`src/rtl/frame_capture_pkg.sv`:
```
// Shared types and constants for the frame capture scheduler.
// Build option: define CAPTURE_STATS_EN to add per-channel capture_count outputs.
package frame_capture_pkg;

   // Per-channel scheduler states
   typedef enum logic [1:0] {
      ST_IDLE       = 2'd0,
      ST_COUNT      = 2'd1,
      ST_REQ        = 2'd2,
      ST_BURST_WAIT = 2'd3
   } cap_state_t;

   // cfg_mode field encodings
   typedef enum logic [1:0] {
      MODE_OFF      = 2'b00,
      MODE_PERIODIC = 2'b01,
      MODE_ONESHOT  = 2'b10,
      MODE_EXTERNAL = 2'b11
   } cap_mode_t;

   localparam int unsigned DEF_FRAME_RATE   = 30;
   localparam int unsigned DEF_INTERVAL_SEC = 5;
   // Interval used when cfg_interval is programmed as 0 (frames)
   localparam int unsigned DEFAULT_INTERVAL = DEF_FRAME_RATE * DEF_INTERVAL_SEC;

endpackage

```
`src/rtl/capture_sched_ch.sv`:
```
// One capture channel: counts decoded frames, raises a held capture request
// per event (optionally a burst of them), and flags frames lost to an
// unacknowledged request.
// Build option: CAPTURE_STATS_EN adds a wrapping 16-bit accepted-ack counter.
module capture_sched_ch
   import frame_capture_pkg::*;
#(
   parameter int unsigned CNT_W        = 16,
   parameter int unsigned BURST_W      = 4,
   parameter int unsigned DEF_INTERVAL = DEFAULT_INTERVAL
) (
   input  logic               clk,
   input  logic               reset,
   input  logic               frame_done,
   input  logic [1:0]         cfg_mode,
   input  logic [CNT_W-1:0]   cfg_interval,
   input  logic [BURST_W-1:0] cfg_burst,
   input  logic               ext_trig,
   output logic               capture_req,
   input  logic               capture_ack,
   output logic               busy,
   output logic               overrun,
   input  logic               clr_overrun
`ifdef CAPTURE_STATS_EN
   ,
   output logic [15:0]        capture_count
`endif
);

   cap_state_t         r_state;
   logic [CNT_W-1:0]   r_cnt;
   logic [CNT_W-1:0]   r_interval;
   logic [BURST_W-1:0] r_burst_left;
   logic               r_req;
   logic               r_busy;
   logic               r_overrun;
   logic               r_oneshot_done;
`ifdef CAPTURE_STATS_EN
   logic [15:0]        r_capture_count;
`endif

   cap_mode_t          w_mode;
   logic [CNT_W-1:0]   w_interval;
   logic [BURST_W-1:0] w_burst_left;
   logic               w_ovr_set;

   // Decode configuration: effective interval and remaining-burst load value
   always_comb begin
      w_mode       = cap_mode_t'(cfg_mode);
      w_interval   = (cfg_interval == '0) ? CNT_W'(DEF_INTERVAL) : cfg_interval;
      w_burst_left = (cfg_burst == '0) ? '0 : cfg_burst - BURST_W'(1);
      w_ovr_set    = (r_state == ST_REQ) && frame_done && !capture_ack;
   end

   // Channel FSM with registered req/busy/overrun outputs
   always_ff @(posedge clk or negedge reset) begin
      if (!reset) begin
         r_state        <= ST_IDLE;
         r_cnt          <= '0;
         r_interval     <= '0;
         r_burst_left   <= '0;
         r_req          <= 1'b0;
         r_busy         <= 1'b0;
         r_overrun      <= 1'b0;
         r_oneshot_done <= 1'b0;
`ifdef CAPTURE_STATS_EN
         r_capture_count <= '0;
`endif
      end else begin
         if (w_ovr_set)
            r_overrun <= 1'b1;
         else if (clr_overrun)
            r_overrun <= 1'b0;

         // A completed one-shot stays parked in IDLE until the mode is changed
         if (w_mode != MODE_ONESHOT)
            r_oneshot_done <= 1'b0;

         if (w_mode == MODE_OFF) begin
            r_state      <= ST_IDLE;
            r_cnt        <= '0;
            r_burst_left <= '0;
            r_req        <= 1'b0;
            r_busy       <= 1'b0;
         end else begin
            case (r_state)
               ST_IDLE: begin
                  if ((w_mode == MODE_PERIODIC) ||
                      ((w_mode == MODE_ONESHOT) && !r_oneshot_done)) begin
                     r_state    <= ST_COUNT;
                     r_cnt      <= '0;
                     r_interval <= w_interval;
                     r_busy     <= 1'b1;
                  end else if ((w_mode == MODE_EXTERNAL) && ext_trig) begin
                     r_state      <= ST_BURST_WAIT;
                     r_burst_left <= w_burst_left;
                     r_busy       <= 1'b1;
                  end
               end
               ST_COUNT: begin
                  if (frame_done) begin
                     if (r_cnt >= (r_interval - CNT_W'(1))) begin
                        r_state      <= ST_REQ;
                        r_cnt        <= '0;
                        r_burst_left <= w_burst_left;
                        r_req        <= 1'b1;
                     end else begin
                        r_cnt <= r_cnt + CNT_W'(1);
                     end
                  end
               end
               ST_REQ: begin
                  if (capture_ack) begin
                     r_req <= 1'b0;
`ifdef CAPTURE_STATS_EN
                     r_capture_count <= r_capture_count + 16'd1;
`endif
                     if (r_burst_left != '0) begin
                        r_state      <= ST_BURST_WAIT;
                        r_burst_left <= r_burst_left - BURST_W'(1);
                     end else if (w_mode == MODE_PERIODIC) begin
                        r_state    <= ST_COUNT;
                        r_cnt      <= '0;
                        r_interval <= w_interval;
                     end else begin
                        r_state        <= ST_IDLE;
                        r_busy         <= 1'b0;
                        r_oneshot_done <= (w_mode == MODE_ONESHOT);
                     end
                  end
               end
               ST_BURST_WAIT: begin
                  if (frame_done) begin
                     r_state <= ST_REQ;
                     r_req   <= 1'b1;
                  end
               end
               default: begin
                  r_state <= ST_IDLE;
                  r_req   <= 1'b0;
                  r_busy  <= 1'b0;
               end
            endcase
         end
      end
   end

   assign capture_req = r_req;
   assign busy        = r_busy;
   assign overrun     = r_overrun;
`ifdef CAPTURE_STATS_EN
   assign capture_count = r_capture_count;
`endif

endmodule

```
`src/rtl/frame_capture_scheduler.sv`:
```
// Multi-channel frame capture scheduler: NUM_CH independent capture_sched_ch
// instances with their configuration and handshake buses sliced per channel.
// Build option: CAPTURE_STATS_EN adds the capture_count output (16 bits/channel).
module frame_capture_scheduler
   import frame_capture_pkg::*;
#(
   parameter int unsigned NUM_CH       = 2,
   parameter int unsigned CNT_W        = 16,
   parameter int unsigned BURST_W      = 4,
   parameter int unsigned FRAME_RATE   = DEF_FRAME_RATE,
   parameter int unsigned INTERVAL_SEC = DEF_INTERVAL_SEC
) (
   input  logic                       clk,
   input  logic                       reset,
   input  logic [NUM_CH-1:0]          frame_done,
   input  logic [2*NUM_CH-1:0]        cfg_mode,
   input  logic [CNT_W*NUM_CH-1:0]    cfg_interval,
   input  logic [BURST_W*NUM_CH-1:0]  cfg_burst,
   input  logic [NUM_CH-1:0]          ext_trig,
   output logic [NUM_CH-1:0]          capture_req,
   input  logic [NUM_CH-1:0]          capture_ack,
   output logic [NUM_CH-1:0]          busy,
   output logic [NUM_CH-1:0]          overrun,
   input  logic [NUM_CH-1:0]          clr_overrun
`ifdef CAPTURE_STATS_EN
   ,
   output logic [16*NUM_CH-1:0]       capture_count
`endif
);

   localparam int unsigned DEF_IVL = FRAME_RATE * INTERVAL_SEC;

   for (genvar g = 0; g < NUM_CH; g++) begin : g_ch
      capture_sched_ch #(
         .CNT_W        (CNT_W),
         .BURST_W      (BURST_W),
         .DEF_INTERVAL (DEF_IVL)
      ) u_ch (
         .clk          (clk),
         .reset        (reset),
         .frame_done   (frame_done[g]),
         .cfg_mode     (cfg_mode[2*g +: 2]),
         .cfg_interval (cfg_interval[CNT_W*g +: CNT_W]),
         .cfg_burst    (cfg_burst[BURST_W*g +: BURST_W]),
         .ext_trig     (ext_trig[g]),
         .capture_req  (capture_req[g]),
         .capture_ack  (capture_ack[g]),
         .busy         (busy[g]),
         .overrun      (overrun[g]),
         .clr_overrun  (clr_overrun[g])
`ifdef CAPTURE_STATS_EN
         ,
         .capture_count(capture_count[16*g +: 16])
`endif
      );
   end

endmodule
```
`config.mk`:
```
export PLATFORM = sky130hd
export DESIGN_NAME = frame_capture_scheduler
export DESIGN_NICKNAME = d
export VERILOG_FILES = /design/src/rtl/frame_capture_pkg.sv /design/src/rtl/capture_sched_ch.sv /design/src/rtl/frame_capture_scheduler.sv
export SDC_FILE = /design/constraint.sdc
export NUM_CORES = 1
export LEC_CHECK = 0
export BUFFER_PORTS_ARGS = -buffer_cell sky130_fd_sc_hd__buf_4
export CORE_MARGIN = 4
export CORE_UTILIZATION = 28
export DETAILED_ROUTE_END_ITERATION = 16
export HOLD_SLACK_MARGIN = 0.15
export SYNTH_ARGS = -nofsm -noshare
export SYNTH_HDL_FRONTEND = slang
export SYNTH_SLANG_ARGS = --single-unit
```
`constraint.sdc`:
```
create_clock -name clk -period 4.4 [get_ports clk]
set_input_delay 1.32 -clock clk [delete_from_list [all_inputs] [get_ports clk]]
set_output_delay 1.32 -clock clk [all_outputs]
set_load 0.01 [all_outputs]
```
==> results of run 1 <==
==> synthesized netlist by cell type (all sizes together) (2+ instances only) <==
master / number
a211oi: 9
a21o: 2
a21oi: 33
a221oi: 2
a22o: 4
a31oi: 11
a32o: 2
a32oi: 2
and2: 4
and3: 6
and4: 4
buf: 19
clkbuf: 8
dfrtp: 84
ha: 40
inv: 36
mux2: 24
mux2i: 5
nand2: 46
nand2b: 9
nand3: 19
nand3b: 6
nand4: 14
nor2: 72
nor2b: 15
nor3: 24
nor3b: 5
nor4: 13
nor4b: 3
o211ai: 4
o21ai: 42
o221ai: 2
o22ai: 5
o31ai: 2
or2: 2
or3: 7
or4: 4
xnor2: 38
xor2: 8
==> final timing paths <==
kind                       cells past startpoint                                  end                                   start
max                                           13    g_ch[0].u_ch.r_cnt[4]$_DFFE_PN0P_  g_ch[0].u_ch.r_interval[4]$_DFFE_PN0P_
min                                            1        g_ch[0].u_ch.busy$_DFFE_PN0P_           g_ch[0].u_ch.busy$_DFFE_PN0P_
max reg2reg                                   13    g_ch[0].u_ch.r_cnt[4]$_DFFE_PN0P_  g_ch[0].u_ch.r_interval[4]$_DFFE_PN0P_
min reg2reg                                    1        g_ch[0].u_ch.busy$_DFFE_PN0P_           g_ch[0].u_ch.busy$_DFFE_PN0P_
max in group asynchronous                      2  g_ch[0].u_ch.r_state[1]$_DFFE_PN0P_                                   reset
min in group asynchronous                      1   g_ch[0].u_ch.r_cnt[14]$_DFFE_PN0P_                                   reset
==> state kept, by name (all words and copies together), names as in the netlist <==
| register | count |
|---|---|
| g_ch.u_ch.r_interval | 32 |
| g_ch.u_ch.capture_req | 2 |
| g_ch.u_ch.overrun | 2 |
| g_ch.u_ch.r_cnt | 32 |
| g_ch.u_ch.busy | 2 |
| g_ch.u_ch.r_oneshot_done | 2 |
| g_ch.u_ch.r_burst_left | 8 |
| g_ch.u_ch.r_state | 4 |
==> per-layer routing <==
| metal | global-route usage [%] | vias up | part of all wire [%] |
|---|---|---|---|
| li1 | - | 2431 | - |
| met1 | 17.10 | 2238 | 52 |
| met2 | 18.44 | 73 | 44 |
| met4 | 4.667 | 0 | 1.8 |
| met3 | 1.960 | 15 | 2.6 |
| met5 | 0 | - | 0 |
==> power breakdown <==
part	internal (mW)	switching, mW	total (mW)
Combinational	0.728	0.819	1.55
Sequential	1.01	0.295	1.30
Clock	0.440	0.332	0.772
Total	2.18	1.45	3.62
==> cell families after synthesis <==
logic type	Yosys count	share of synthesized area, %
DFF	84	35.97
adders and majority gates	40	8.565
muxes	29	5.482
xor gates and xnor gates	46	6.895
and+or+nand+nor	256	23.00
buffers and inverters	63	5.225
AOI/OAI and AO/OA	129	14.86
==> worst max-delay path: stages (launching register included) <==
cell and delay, ns:
dfrtp_1 0.41, nor4_1 0.34, nand2_1 0.15, or4_4 0.52, nor3_1 0.19, xnor2_1 0.15, ha_1 0.26, a21oi_1 0.15
nor2b_1 0.05, o21ai_0 0.29, and3_1 0.38, a21oi_1 0.19, buf_4 0.21, nor2_1 0.10
==> per-stage QoR <==
stage | cells | power, mW
detailed placement | 956 | 2.868
floorplan | 647 | 2.513
CTS | 972 | 3.663
finish | 972 | 3.624
global route | 972 | 3.930
global placement | 956 | 2.848
==> area by class of cell <==
type | count | area [µm²]
Timing Repair Buffer | 66 | 495.5
Sequential cell | 84 | 2102
Fill cell | 2110 | 13560
Clock inverter | 6 | 63.81
Inverter | 36 | 135.1
Multi-Input combinational cell | 500 | 3443
Tap cell | 270 | 337.8
Clock buffer | 10 | 229.0
==> results by group, run 1 <==
Die
  • Initial Utilization: 28.69%
  • Die Span X: 152.5 µm
  • Die Y: 152.5 µm
  • DIE AREA: 23240 µm²
  • Core box area: 20360 µm²
  • Boundary pin count: 60
  • Placement Rows: 52

Clock tree
  • Clock Root Buffer: clkbuf_16
  • CTS Buffer Depth: 2
  • H-tree Lvls: 3
  • Cts hold-fix bufs: 0
  • Skew-Pair Late Insertion Delay: 0.35 ns
  • Sinks on Clock Net: 84
  • Post-CTS setup buffer count: 0
  • CTS tree: built
  • Clock Pin Slew Worst Setup and Hold Paths: 0.06 ns
  • Total CTS buffers: 9
  • Resize count post-CTS: 0

Global routing
  • Global-route total usage across every layer: 12.05%
  • Total gr overflow: 0
  • Initial antenna violation count: 0
  • Vias in the first global route: 4717
  • Largest net degree at the start of global routing: 50
  • First-pass GRT wire length: 23320 µm

Synthesis
  • Post-Syn Area: 5843 µm²
  • Synth Instances: 647
  • Count of flip-flops with a built-in enable after synthesis: 0
  • Syn. warnings: 0
  • Synth top area cells: dfrtp_1 36%, ha_1 8.6%, xnor2_1 5.7%
  • Seq cells post-synth: 84
  • Largest area contributor in the netlist: dfrtp_1
  • Ys flop type: dfrtp_1
  • Sequential share of the synthesized area: 35.97%
  • Post-synth net total: 741
  • Ys async rst share: 100.0%
  • Post-synth top area share: 35.97%
  • Mean Syn Cell Area: 9.031 µm²
  • Yosys cell types: 66

STA
  • Rel. slew slack: 35.11%
  • Slew Limit Fails: 0
  • Worst setup margin: 0.9315 ns
  • Worst-Margin Slew: 0.9733 ns
  • Setup Skew: 0.01037 ns
  • Tmin final: 3.469 ns
  • Highest Clock Rate: 288.3 MHz
  • Finish-stage setup viols: 0
  • Worst hold slack: 0.5054 ns
  • RSZ-0062 raised after global routing: no
  • Final Cycle Share: 78.83%
  • Final Hold Fails: 0
  • Fin Setup TNS: 0 ns

Pwr
  • Leakage power: 2.827 nW
  • Max rail drop VDD: 229.2 µV
  • PwrDens: 532.4 nW/µm²

Route
  • Vias per cell: 4.894
  • # DRC: 0
  • Final WL: 13870 µm
  • Via count: 4757
  • First-pass DRT Iterations: 4
  • Initial DRC count: 287
  • Final ANT Viol Nets: 0
  • WL/cell: 14.26 µm

Setup path
  • Required @ worst endpoint: 4.68 ns
  • R2R setup slack: 0.93 ns
  • WP data arrival: 3.75 ns
  • Crit start category: register
  • Endpoint class of the critical path: register
  • Worst Setup Path Type: reg -> reg
  • Crit Path Max Fanout: 10

Place
  • Worst slack at placement: 0.8891 ns
  • PortBufs: 59
  • Final HPWL DP: 10650 µm
  • Dpl cell area: 6514 µm²
  • GP Congestion: 0.8177

Layout
  • Syn-to-layout area delta: 16.49%
  • Share of cells above drive strength 1: 18.23%
  • Commonest non-fill, non-tap cell in the layout: dfrtp_1
  • Layout Utilization: 33.42%
  • Commonest non-fill, non-tap cells in the layout: 84 x dfrtp_1, 70 x nor2_1, 66 x buf_4, 46 x nand2_1, 41 x o21ai_0
  • Nets@finish: 791
  • ANT cells: 0
  • Design area: 6807 µm²

Run
  • Max-Cap Viols: 0

Status
  • Status: completed

Min path
  • Hold crit path type: reg -> reg
No activity file was read; power rests on OpenSTA's default activity.
==> inputs of run 2 (changes only) <==
--- a/config.mk
+++ b/config.mk
@@ -5,6 +5,7 @@
 export SDC_FILE = /design/constraint.sdc
 export NUM_CORES = 1
 export LEC_CHECK = 0
+export ABC_AREA = 1
 export BUFFER_PORTS_ARGS = -buffer_cell sky130_fd_sc_hd__buf_4
 export CORE_MARGIN = 4
 export CORE_UTILIZATION = 28
==> constraint.sdc (replaced) <==
create_clock -name clk -period 2.9 [get_ports clk]
set_input_delay 0.87 -clock clk [delete_from_list [all_inputs] [get_ports clk]]
set_output_delay 0.87 -clock clk [all_outputs]
set_load 0.01 [all_outputs]
==> run 2 against run 1 <==
Register-to-register slack worse by 0.89 ns. Sequential cell count stayed put. Via count is 23% higher. Clock-buffer cell count is 1 higher. Fmax is 21% higher. Combinational power grew to 2.5 times the previous value. Final cell count is 31% higher. Sequential power is 43% higher. Clock power is 42% higher. Routed wire length is 11% higher. Synthesized cell count is 37% higher. Final area is 17% higher. Largest cell class unchanged.
==> results by group, run 2 <==
Pwr
  • Leakage power: 3.938 nW
  • Max rail drop VDD: 398.9 µV
  • PwrDens: 864.0 nW/µm²

Place
  • DP Cell Count: 1238
  • PortBufs: 59
  • GP Congestion: 0.8494
  • Final HPWL DP: 11640 µm
  • Worst slack at placement: -0.03366 ns

Synthesis
  • Largest area contributor in the netlist: dfrtp_1
  • Ys flop type: dfrtp_1
  • Sequential share of the synthesized area: 34.10%
  • Most frequent cell after synthesis: nand2_1
  • Mean Syn Cell Area: 6.942 µm²
  • Post-synth top area share: 34.10%
  • Syn. warnings: 0
  • Count of flip-flops with a built-in enable after synthesis: 0
  • Seq cells post-synth: 84
  • Yosys cell types: 41
  • Post-Syn Area: 6165 µm²
  • Synth top area cells: dfrtp_1 34%, nand2_1 16%, ha_1 8.1%
  • Synth Instances: 888
  • Commonest cells in the netlist: 264 x nand2_1, 127 x inv_1, 93 x nor2_1
  • Ys async rst share: 100.0%
  • Post-synth net total: 982

Global routing
  • First-pass GRT wire length: 25210 µm
  • Met1 Resource Use GR: 16.16%
  • Busiest grt layer: met2
  • Vias in the first global route: 5553
  • Global-route total usage across every layer: 12.38%
  • Initial antenna violation count: 0
  • Met3 Resource Use GR: 3.097%
  • Total gr overflow: 0
  • Largest net degree at the start of global routing: 32
  • GR Util met2: 20.73%

Setup path
  • Crit start category: register
  • R2R setup slack: 0.04 ns
  • Crit Path Max Fanout: 5
  • Max incr delay on CP: 0.37 ns
  • Worst Setup Path Type: reg -> reg
  • Worst path bufs/invs: 4
  • CP delay by family, top: simple AND/OR/NAND/NOR gates
  • Required @ worst endpoint: 3.18 ns
  • WP data arrival: 3.14 ns
  • CP max-delay cell: dfrtp_1
  • Endpoint class of the critical path: register
  • Crit-path cells: inv_2 -> ha_4 -> nand3_2 -> nor2_1 -> nand2_1 -> nor2_2 -> nand4_1 -> nor2_2 -> xor2_1 -> inv_1 -> ha_4 -> a21oi_2 -> o21ai_1 -> nor4_2 -> nand2_2 -> buf_8 -> inv_6 -> nor2_4 -> nor2_1

Layout
  • Biggest regs: g_ch.u_ch.r_cnt x32, g_ch.u_ch.r_interval x32, g_ch.u_ch.r_burst_left x8
  • Number of standard cells in the layout, taps in and fillers out: 1270
  • Commonest non-fill, non-tap cells in the layout: 251 x nand2_1, 123 x inv_1, 93 x buf_4, 84 x dfrtp_1, 80 x nor2_1
  • Share of cells above drive strength 1: 21.21%
  • Syn-to-layout area delta: 28.66%
  • Commonest non-fill, non-tap cell in the layout: nand2_1
  • ANT cells: 0
  • Nets@finish: 1079

STA
  • Worst setup margin: 0.03979 ns
  • Final Cycle Share: 98.63%
  • Final Hold Fails: 0
  • Tmin final: 2.860 ns
  • Setup Skew: 0.01200 ns
  • Rel. slew slack: 58.05%
  • Worst-Margin Slew: 0.6234 ns
  • Highest Clock Rate: 349.6 MHz
  • Worst hold slack: 0.4527 ns
  • RSZ-0062 raised after global routing: yes
  • Slew Limit Fails: 0
  • Finish-stage setup viols: 0

Run
  • Max-Cap Viols: 0

Die
  • Placement Rows: 54
  • DIE AREA: 24450 µm²
  • Die Y: 156.4 µm
  • Initial Utilization: 28.34%
  • Boundary pin count: 60
  • Die Span X: 156.4 µm
  • Core box area: 21760 µm²

Route
  • First-pass DRT Iterations: 4
  • Vias per cell: 4.613
  • Via count: 5858
  • Initial DRC count: 295
  • Final ANT Viol Nets: 0
  • WL/cell: 12.07 µm
  • Final WL: 15330 µm
  • # DRC: 0

Clock tree
  • Sinks on Clock Net: 84
  • CTS tree: built
  • CTS Buffer Depth: 2
  • H-tree Lvls: 3
  • Skew-Pair Late Insertion Delay: 0.35 ns
  • Total CTS buffers: 9
  • Clock Pin Slew Worst Setup and Hold Paths: 0.07 ns
  • Cts hold-fix bufs: 0
  • Clock Root Buffer: clkbuf_16

Status
  • Status: completed

Min path
  • Hold crit path type: in -> async
[run 2: logic make-up after synthesis]
| logic type | after synthesis | share of synthesized area [%] |
|---|---|---|
| muxes | 1 | 0.1827 |
| buffers and inverters | 148 | 9.803 |
| AOI/OAI and AO/OA | 99 | 9.296 |
| and+or+nand+nor | 482 | 33.67 |
| DFF | 84 | 34.10 |
| xor gates and xnor gates | 34 | 4.830 |
| adders and majority gates | 40 | 8.119 |
[run 2: area by class of cell]
| type | instances | area, µm² |
|---|---|---|
| Fill cell | 2324 | 13820 |
| Multi-Input combinational cell | 656 | 3829 |
| Sequential cell | 84 | 2102 |
| Timing Repair Buffer | 104 | 879.6 |
| Inverter | 130 | 493.0 |
| Tap cell | 280 | 350.3 |
| Clock buffer | 11 | 242.7 |
| Clock inverter | 5 | 35.03 |
[run 2: stage by stage]
stage | utilization [%] | total power [mW] | area (µm²) | TNS (ns)
6_report | 36.46 | 6.853 | 7931 | 0
3_3_place_gp | 32.51 | 5.087 | 7072 | 0
4_1_cts | 33.84 | 6.304 | 7362 | 0
5_1_grt | 36.46 | 7.520 | 7931 | -6.464
3_5_place_dp | 32.51 | 5.147 | 7072 | -0.1254
2_1_floorplan | - | 4.235 | 6165 | 0
[run 2: timing repair]
action                     CTS  global route
resized for setup            4            94
setup endpoints to repair   13            46
cloned                       0             4
pin swaps                    0            44
setup buffers                0            12
[run 2: per-layer routing]
metal | wire length [µm] | vias up
met5 | 0 | -
met4 | 142 | 0
met3 | 558 | 13
met2 | 7437 | 92
met1 | 7189 | 2686
li1 | - | 3067
[run 2: path summary, 6_finish.rpt]
path,from,to,depth (start not counted)
min in group clk,g_ch[0].u_ch.r_burst_left[3]$_DFFE_PN0P_,g_ch[0].u_ch.r_burst_left[3]$_DFFE_PN0P_,2
worst max-delay path,g_ch[1].u_ch.r_interval[1]$_DFFE_PN0P_,g_ch[1].u_ch.r_cnt[6]$_DFFE_PN0P_,19
worst min-delay path,reset,g_ch[0].u_ch.r_cnt[6]$_DFFE_PN0P_,1
worst max register to register,g_ch[1].u_ch.r_interval[1]$_DFFE_PN0P_,g_ch[1].u_ch.r_cnt[6]$_DFFE_PN0P_,19
worst min register to register,g_ch[0].u_ch.r_burst_left[3]$_DFFE_PN0P_,g_ch[0].u_ch.r_burst_left[3]$_DFFE_PN0P_,2
max in group asynchronous,reset,g_ch[1].u_ch.r_cnt[4]$_DFFE_PN0P_,2
[run 2: power by group]
group          internal, mW  switching (mW)  total [mW]
Sequential             1.53           0.330        1.86
Combinational          1.59            2.29        3.89
Clock                 0.606           0.498        1.10
Total                  3.73            3.12        6.85
